[config.mk]
export PLATFORM = sky130hd
export DESIGN_NAME = wb_port_arbiter
export DESIGN_NICKNAME = d
export VERILOG_FILES = /design/src/rtl/wb_port_arbiter.sv
export SDC_FILE = /design/constraint.sdc
export NUM_CORES = 1
export LEC_CHECK = 0
export CORE_MARGIN = 2
export CORE_UTILIZATION = 33
export DETAILED_ROUTE_END_ITERATION = 10
export GPL_ROUTABILITY_DRIVEN = 0
export GPL_TIMING_DRIVEN = 0
export SLEW_MARGIN = 20
export SYNTH_ARGS = -nofsm -noshare
export SYNTH_HDL_FRONTEND = slang
export SYNTH_SLANG_ARGS = --single-unit
[constraint.sdc]
create_clock -name clk -period 3.95 [get_ports clk]
set_input_delay 0.79 -clock clk [delete_from_list [all_inputs] [get_ports clk]]
set_output_delay 0.79 -clock clk [all_outputs]
set_load 0.01 [all_outputs]
[src/rtl/wb_port_arbiter.sv]
// Register-file write-port arbiter: two requester FIFOs (EX, MEM) drained round-robin into one registered write.
// Optional WB_FWD_EN adds forwarding-compare ports (fwd_addr/fwd_hit/fwd_data/fwd_pending).
module wb_port_arbiter #(
    parameter int DEPTH = 2,
    parameter int DW    = 32,
    parameter int AW    = 5
) (
    input  logic          clk,
    input  logic          reset,
    input  logic          flush,
    input  logic          ex_valid,
    output logic          ex_ready,
    input  logic [AW-1:0] ex_rd,
    input  logic [DW-1:0] ex_data,
    input  logic          mem_valid,
    output logic          mem_ready,
    input  logic [AW-1:0] mem_rd,
    input  logic [DW-1:0] mem_data,
    output logic          wr_en,
    output logic [AW-1:0] dest_reg,
    output logic [DW-1:0] value_to_write,
    output logic          g0_drop,
`ifdef WB_FWD_EN
    input  logic [AW-1:0] fwd_addr,
    output logic          fwd_hit,
    output logic [DW-1:0] fwd_data,
    output logic          fwd_pending,
`endif
    output logic          busy
);

    localparam int PW = (DEPTH > 1) ? $clog2(DEPTH) : 1;
    localparam int CW = $clog2(DEPTH + 1);
    localparam logic [CW-1:0] FULL_CNT = CW'(DEPTH);

    typedef enum logic {
        GRANT_EX  = 1'b0,
        GRANT_MEM = 1'b1
    } grant_t;

    // Requester index 0 is EX, 1 is MEM throughout.
    logic [AW-1:0] r_rd   [2][DEPTH];
    logic [DW-1:0] r_data [2][DEPTH];
    logic [PW-1:0] r_wp   [2];
    logic [PW-1:0] r_rp   [2];
    logic [CW-1:0] r_cnt  [2];
    grant_t        r_last_grant;
    logic          r_wr_en;
    logic [AW-1:0] r_dest;
    logic [DW-1:0] r_value;
    logic          r_g0_drop;

    logic [AW-1:0] w_in_rd   [2];
    logic [DW-1:0] w_in_data [2];
    logic [1:0]    w_in_valid;
    logic [1:0]    w_ready;
    logic [1:0]    w_nempty;
    logic [1:0]    w_push;
    logic [1:0]    w_pop;
    logic [AW-1:0] w_pop_rd;
    logic [DW-1:0] w_pop_data;

    assign w_in_rd[0]   = ex_rd;
    assign w_in_rd[1]   = mem_rd;
    assign w_in_data[0] = ex_data;
    assign w_in_data[1] = mem_data;
    assign w_in_valid   = {mem_valid, ex_valid};

    always_comb begin
        w_ready    = '0;
        w_nempty   = '0;
        w_push     = '0;
        w_pop      = '0;
        w_pop_rd   = '0;
        w_pop_data = '0;
        for (int i = 0; i < 2; i++) begin
            w_ready[i]  = (r_cnt[i] != FULL_CNT);
            w_nempty[i] = (r_cnt[i] != '0);
            w_push[i]   = w_in_valid[i] && w_ready[i] && !flush;
        end
        // On a tie the requester not granted last time wins.
        w_pop[0] = w_nempty[0] && (!w_nempty[1] || (r_last_grant == GRANT_MEM));
        w_pop[1] = w_nempty[1] && !w_pop[0];
        if (w_pop[0]) begin
            w_pop_rd   = r_rd[0][r_rp[0]];
            w_pop_data = r_data[0][r_rp[0]];
        end else begin
            w_pop_rd   = r_rd[1][r_rp[1]];
            w_pop_data = r_data[1][r_rp[1]];
        end
    end

    always_ff @(posedge clk) begin
        for (int i = 0; i < 2; i++) begin
            if (w_push[i]) begin
                r_rd[i][r_wp[i]]   <= w_in_rd[i];
                r_data[i][r_wp[i]] <= w_in_data[i];
            end
        end
    end

    always_ff @(posedge clk or negedge reset) begin
        if (!reset) begin
            for (int i = 0; i < 2; i++) begin
                r_wp[i]  <= '0;
                r_rp[i]  <= '0;
                r_cnt[i] <= '0;
            end
            r_last_grant <= GRANT_MEM;
            r_wr_en      <= 1'b0;
            r_dest       <= '0;
            r_value      <= '0;
            r_g0_drop    <= 1'b0;
        end else if (flush) begin
            for (int i = 0; i < 2; i++) begin
                r_wp[i]  <= '0;
                r_rp[i]  <= '0;
                r_cnt[i] <= '0;
            end
            r_last_grant <= GRANT_MEM;
            r_wr_en      <= 1'b0;
            r_g0_drop    <= 1'b0;
        end else begin
            for (int i = 0; i < 2; i++) begin
                if (w_push[i]) r_wp[i] <= r_wp[i] + PW'(1);
                if (w_pop[i])  r_rp[i] <= r_rp[i] + PW'(1);
                case ({w_push[i], w_pop[i]})
                    2'b10:   r_cnt[i] <= r_cnt[i] + CW'(1);
                    2'b01:   r_cnt[i] <= r_cnt[i] - CW'(1);
                    default: r_cnt[i] <= r_cnt[i];
                endcase
            end
            if (|w_pop) begin
                r_last_grant <= w_pop[0] ? GRANT_EX : GRANT_MEM;
                // Writes to R0 are discarded; dest/value keep the last real write.
                if (w_pop_rd != '0) begin
                    r_wr_en   <= 1'b1;
                    r_dest    <= w_pop_rd;
                    r_value   <= w_pop_data;
                    r_g0_drop <= 1'b0;
                end else begin
                    r_wr_en   <= 1'b0;
                    r_g0_drop <= 1'b1;
                end
            end else begin
                r_wr_en   <= 1'b0;
                r_g0_drop <= 1'b0;
            end
        end
    end

    assign ex_ready       = w_ready[0];
    assign mem_ready      = w_ready[1];
    assign wr_en          = r_wr_en;
    assign dest_reg       = r_dest;
    assign value_to_write = r_value;
    assign g0_drop        = r_g0_drop;
    assign busy           = w_nempty[0] | w_nempty[1] | r_wr_en;

`ifdef WB_FWD_EN
    logic [PW-1:0] w_fwd_idx;
    logic          w_fwd_match;

    assign fwd_hit  = r_wr_en && (r_dest == fwd_addr) && (fwd_addr != '0);
    assign fwd_data = fwd_hit ? r_value : '0;

    // Scan only occupied slots, starting at each read pointer.
    always_comb begin
        w_fwd_idx   = '0;
        w_fwd_match = 1'b0;
        for (int i = 0; i < 2; i++) begin
            for (int k = 0; k < DEPTH; k++) begin
                w_fwd_idx = r_rp[i] + PW'(k);
                if ((CW'(k) < r_cnt[i]) && (r_rd[i][w_fwd_idx] == fwd_addr)) begin
                    w_fwd_match = 1'b1;
                end
            end
        end
    end

    assign fwd_pending = w_fwd_match && (fwd_addr != '0);
`endif

endmodule

==> metrics, run 1 <==
outcome=complete, no violations; largest net degree at the start of global routing=29; Critical-path top delay cell=nor4_1; Routed wire per std cell=17.9 um; Post-Place Setup Slack=0.736 ns; CP Max Fanout=10; Max Cap Viol=0; Primary FF master, synth=edfxtp_1; Slew headroom=43.1%; Avg Inst Size Synth=18.3 um2; Die X=158 um; Buffers on Ports=120; Hold Path Class=in -> async; internal power=4.73 mW; power consumption=6.66 mW; I/O Pins=121; max-slew violation count=0; Vias per Instance=4.56; Starting Density=33.4%; combinational share of power=33.2%; fin crit share=71.8%; sw frac=29.0%; number of H-tree levels=4; Clock Root Buffer=clkbuf_16; Post-route DRC=0; WS Path Type=reg -> out; clk sinks=196; CTS Buf Count=17; initial DRC count=239; Gates resized, CTS repair=0; Final Cell Area=10200 um2; critical-path cell list=buf_4, nor4_1, nand2b_1, clkdlybuf4s50_1; post-synth cell types=43; yosys warns=0; DRT met1 WL=7.22 mm; biggest cell delay along the critical path=0.49 ns; core area=23400 um2; Final #Nets=664; sequential share of power=41.1%; post-route minimum period=2.83 ns; Detailed Routing Iterations Pass 1=6; setup bufs post-CTS=0; clk buf depth=2; Clock transition at path regs=0.07 ns; Antenna Cells=0; fillcell total=2134; Setup WS post-layout=1.12 ns; fmax=353 MHz; clock power share=25.7%; final setup vio count=0; leakage=3.75 nW; vias=4181; Detail Placement HPWL=11.9 mm; WP data arrival=2.04 ns; Syn Std Cell Area=7830 um2; CTS tree=done; global-route wire length before repair=25.0 mm; Syn Nets=506; Syn Inst Count=427; max reg flops=128; Die H=158 um; initial antenna violation count=0; EDFF count, synth=148; sequential-to-total area share from yosys stat=72.2%; final WL=16.4 mm; Area Growth Syn to Fin=30.1%; later-pin clock latency in the skew report=0.42 ns; met2 WL=8.32 mm; Worst setup EP type=output pin; top sig layer=met4; Worst-Margin Slew=0.853 ns; Rows=56; die area=25000 um2; Synth Register Bits=196; total grt overflow=0; Post-CTS Hold Fix Bufs=0; vias in the first global route=4386; Fin. Hold Viols=0; GRT Total Usage=13.6%; share of layout cells above drive strength 1=18.9%; WHS=0.274 ns; area post-placement=9600 um2; Worst EP required=3.16 ns; Setup TNS=0 ns; Pwr per Cell Area=654 nW/um2; DRT antenna net count=0; worst clock skew=0.00953 ns; RSZ-0062 raised after global routing=no; Worst VDD drop=0.254 mV; Setup crit start kind=register; Post-synth ARST share=24.5%; sw power=1.93 mW; met3 WL=739 um
-- path summary, 6_finish.rpt --
kind	startpoint	to	slack (ns)	depth (start not counted)
max	r_cnt[1]$_DFFE_PN0P_	busy	1.12	4
min	reset	value_to_write[1]$_DFFE_PN0P_	0.27	1
max reg2reg	r_cnt[1]$_DFFE_PN0P_	value_to_write[23]$_DFFE_PN0P_	1.46	6
min reg2reg	value_to_write[2]$_DFFE_PN0P_	value_to_write[2]$_DFFE_PN0P_	0.51	1
max in group asynchronous	reset	r_last_grant$_DFFE_PN1P_	3.14	2
min in group clk	value_to_write[2]$_DFFE_PN0P_	value_to_write[2]$_DFFE_PN0P_	0.51	1
-- critical path, delay by kind of cell (launching register included) --
| family | cells | cell delay [ns] |
|---|---|---|
| and+or+nand+nor | 2 | 0.59 |
| DFF | 1 | 0.37 |
| buffers and inverters | 2 | 0.66 |
-- synthesized netlist by cell type, types with 2 or more instances --
| library cell | number | area [um2] |
|---|---|---|
| edfxtp_1 | 148 | 4440 |
| mux2_4 | 27 | 405 |
| xor2_1 | 4 | 35.0 |
| nor4_1 | 2 | 12.5 |
| inv_1 | 2 | 7.51 |
| a21oi_1 | 6 | 30.0 |
| buf_1 | 3 | 11.3 |
| a22oi_1 | 2 | 15.0 |
| clkbuf_1 | 2 | 7.51 |
| buf_4 | 2 | 15.0 |
| nand3_1 | 2 | 10.0 |
| buf_6 | 3 | 33.8 |
| mux2i_1 | 105 | 1050 |
| or2_1 | 2 | 12.5 |
| nand2_1 | 5 | 18.8 |
| nor3_1 | 3 | 15.0 |
| o22ai_1 | 4 | 25.0 |
| nor3b_1 | 2 | 15.0 |
| or4_1 | 3 | 22.5 |
| o21ai_0 | 3 | 15.0 |
| mux2_2 | 10 | 113 |
| dfrtp_1 | 47 | 1180 |
| buf_2 | 9 | 45.0 |
| nor2_1 | 9 | 33.8 |
| nand2b_1 | 4 | 25.0 |
-- layout make-up --
type / count / area [um2] / share of cell area (%)
inverters: 2 / 7.51 / 0.0737
flip-flops and latches: 196 / 5650 / 55.5
clock inverters: 13 / 150 / 1.47
plain buffers: 19 / 113 / 1.11
multi-input cells: 210 / 2080 / 20.4
clock buffers: 19 / 433 / 4.25
well taps: 319 / 399 / 3.92
repair buffers: 139 / 1350 / 13.3
-- power groups by stage --
stage / sequential (mW) / combinational [mW] / clock (mW)
2_1_floorplan: 2.84 / 1.29 / 0
3_3_place_gp: 2.79 / 2.19 / 0
3_5_place_dp: 2.78 / 2.25 / 0
4_1_cts: 2.74 / 2.26 / 1.76
5_1_grt: 2.78 / 2.38 / 1.86
6_report: 2.74 / 2.21 / 1.71
-- metal layers --
layer,vias to the layer above,GRT usage [%]
met5,-,0
li1,1957,-
met1,2114,17.4
met2,95,23.2
met3,15,3.45
met4,0,3.26
-- placed cells by master, fill, tap and decap left out, types with 4 or more instances in the layout --
| master | instances |
|---|---|
| mux2_2 | 10 |
| buf_4 | 21 |
| clkdlybuf4s50_1 | 119 |
| clkbuf_16 | 17 |
| mux2i_1 | 105 |
| o22ai_1 | 4 |
| xor2_1 | 4 |
| clkbuf_1 | 4 |
| nor2_1 | 9 |
| nand2_1 | 5 |
| a21oi_1 | 6 |
| dfrtp_1 | 47 |
| edfxtp_1 | 148 |
| mux2_4 | 27 |
| buf_2 | 9 |
| nand2b_1 | 4 |
-- logic make-up (layout without fill, tap and decap cells) --
| kind of cell | Yosys count | count (layout) | synth area share [%] |
|---|---|---|---|
| flops | 196 | 196 | 72.2 |
| mux | 142 | 142 | 20.0 |
| simple gates | 36 | 36 | 2.51 |
| compound gates | 26 | 26 | 2.91 |
| buf+inv | 21 | 192 | 1.53 |
| xor+xnor | 6 | 6 | 0.847 |
-- per-stage QoR --
stage / std cells / utilization [%]
2_1_floorplan: 427 / -
4_1_cts: 917 / 43.5
5_1_grt: 917 / 43.5
3_5_place_dp: 885 / 41.0
6_report: 917 / 43.5
3_3_place_gp: 866 / 40.3
No activity file was read; power rests on OpenSTA's default activity.
==> run 2, diff against run 1 <==
clock period = 2.75 ns   (was 3.95 ns; I/O delays follow)
==> run 2 against run 1 <==
Register-to-register slack worse by 1.2 ns. Hold slack worse by 0.24 ns. Critical path depth is 2 higher. Via count is 0.31% higher.
==> metrics, run 2 (synthesis gave the netlist of run 1 again) <==
outcome=complete, no violations; Slew headroom=39.9%; setup bufs post-CTS=0; CTS Buf Count=17; Rows=56; vias=4194; WP data arrival=2.93 ns; fillcell total=2128; clk buf depth=2; CP Max Fanout=10; most common cell after layout, fill and taps aside=edfxtp_1; global-route wire length before repair=25.7 mm; final setup vio count=0; Post-Place Setup Slack=-0.321 ns; Area Growth Syn to Fin=30.8%; DRT antenna net count=0; biggest cell delay along the critical path=0.70 ns; Final #Nets=658; Fin. Hold Viols=0; fin util=43.7%; largest net degree at the start of global routing=29; critical-path cell list=clkdlybuf4s50_1, or2_1, clkbuf_1, a221oi_4, buf_6, mux2_4; Buffers on Ports=120; Pwr per Cell Area=932 nW/um2; area post-placement=9670 um2; vias in the first global route=4475; RSZ-0062 raised after global routing=no; Post-route DRC=0; GRT Total Usage=14.1%; power consumption=9.54 mW; Starting Density=33.4%; Worst VDD drop=0.466 mV; initial antenna violation count=0; Vias per Instance=4.60; Worst-Margin Slew=0.902 ns; leakage=3.75 nW; I/O Pins=121; later-pin clock latency in the skew report=0.42 ns; clk sinks=196; Routed wire per std cell=18.6 um; Post-CTS Hold Fix Bufs=0; final WL=17.0 mm; fin crit share=95.9%; core area=23400 um2; Gates resized, CTS repair=0; Clock Root Buffer=clkbuf_16; max reg flops=128; Die X=158 um; fmax=379 MHz; Clock transition at path regs=0.07 ns; number of H-tree levels=4; worst clock skew=0.0107 ns; Critical-path top delay cell=a221oi_4; Die H=158 um; die area=25000 um2; M2 GR Usage=23.6%; FF-to-FF path depth=6; most frequent cells in the layout=148 x edfxtp_1, 119 x clkdlybuf4s50_1, 105 x mux2i_1; Setup WS post-layout=0.113 ns; Setup crit start kind=input port; Worst EP required=3.05 ns; routing layer with the top usage in global route=met2; total grt overflow=0; share of layout cells above drive strength 1=18.4%; Detailed Routing Iterations Pass 1=6; Detail Placement HPWL=11.9 mm; Antenna Cells=0; WS Path Type=in -> reg; Final Cell Area=10200 um2; Setup TNS=0 ns; GR Util met1=18.1%; Max Cap Viol=0; CTS tree=done; met3 Use GR=3.59%; Worst setup EP type=register; max-slew violation count=0; initial DRC count=149; Hold Path Class=in -> async; post-route minimum period=2.64 ns
[run 2: worst paths after layout]
path | from | to | slack, ns
max | flush | value_to_write[16]$_DFFE_PN0P_ | 0.11
min | reset | value_to_write[1]$_DFFE_PN0P_ | 0.04
max reg2reg | r_cnt[1]$_DFFE_PN0P_ | value_to_write[16]$_DFFE_PN0P_ | 0.26
min reg2reg | value_to_write[2]$_DFFE_PN0P_ | value_to_write[2]$_DFFE_PN0P_ | 0.51
max in group asynchronous | reset | r_last_grant$_DFFE_PN1P_ | 2.16
min in group clk | value_to_write[2]$_DFFE_PN0P_ | value_to_write[2]$_DFFE_PN0P_ | 0.51
[run 2: report_power, final]
part	internal, mW	switching [mW]
Clock	1.27	1.12
Sequential	3.67	0.262
Combinational	1.78	1.44
[run 2: routing by layer]
| metal | wire (um) | up-vias |
|---|---|---|
| li1 | - | 1955 |
| met1 | 7550 | 2139 |
| met2 | 8510 | 91 |
| met3 | 777 | 9 |
| met4 | 145 | 0 |
| met5 | 0 | - |
[run 2: through the flow]
step | instances | hold WS [ns]
after detailed placement | 879 | 0.493
after global routing | 911 | 0.0381
after floorplan | 427 | 0.254
final | 911 | 0.0364
after global placement | 866 | 0.497
after CTS | 911 | 0.0270
[run 2: cell type report]
class                           count  area (um2)  area share (%)
Timing Repair Buffer              133        1400            13.6
Clock buffer                       17         425            4.16
Multi-Input combinational cell    210        2100            20.6
Tap cell                          319         399            3.90
Sequential cell                   196        5650            55.2
Buffer                             19         113            1.10
Clock inverter                     15         145            1.42
Inverter                            2        7.51          0.0733
[run 2: worst max-delay path: cells and delay by family]
| kind | cells | cell delay [ns] |
|---|---|---|
| buffers and inverters | 3 | 1.06 |
| AO/OA/AOI/OAI | 1 | 0.70 |
| multiplexers | 1 | 0.32 |
| AND/OR/NAND/NOR | 1 | 0.30 |
==> run 3, diff against run 2 <==
SKIP_LAST_GASP = 1   (was not set)
==> results of run 3 <==
Final layout, timing and power as in run 2 (identical DEF).
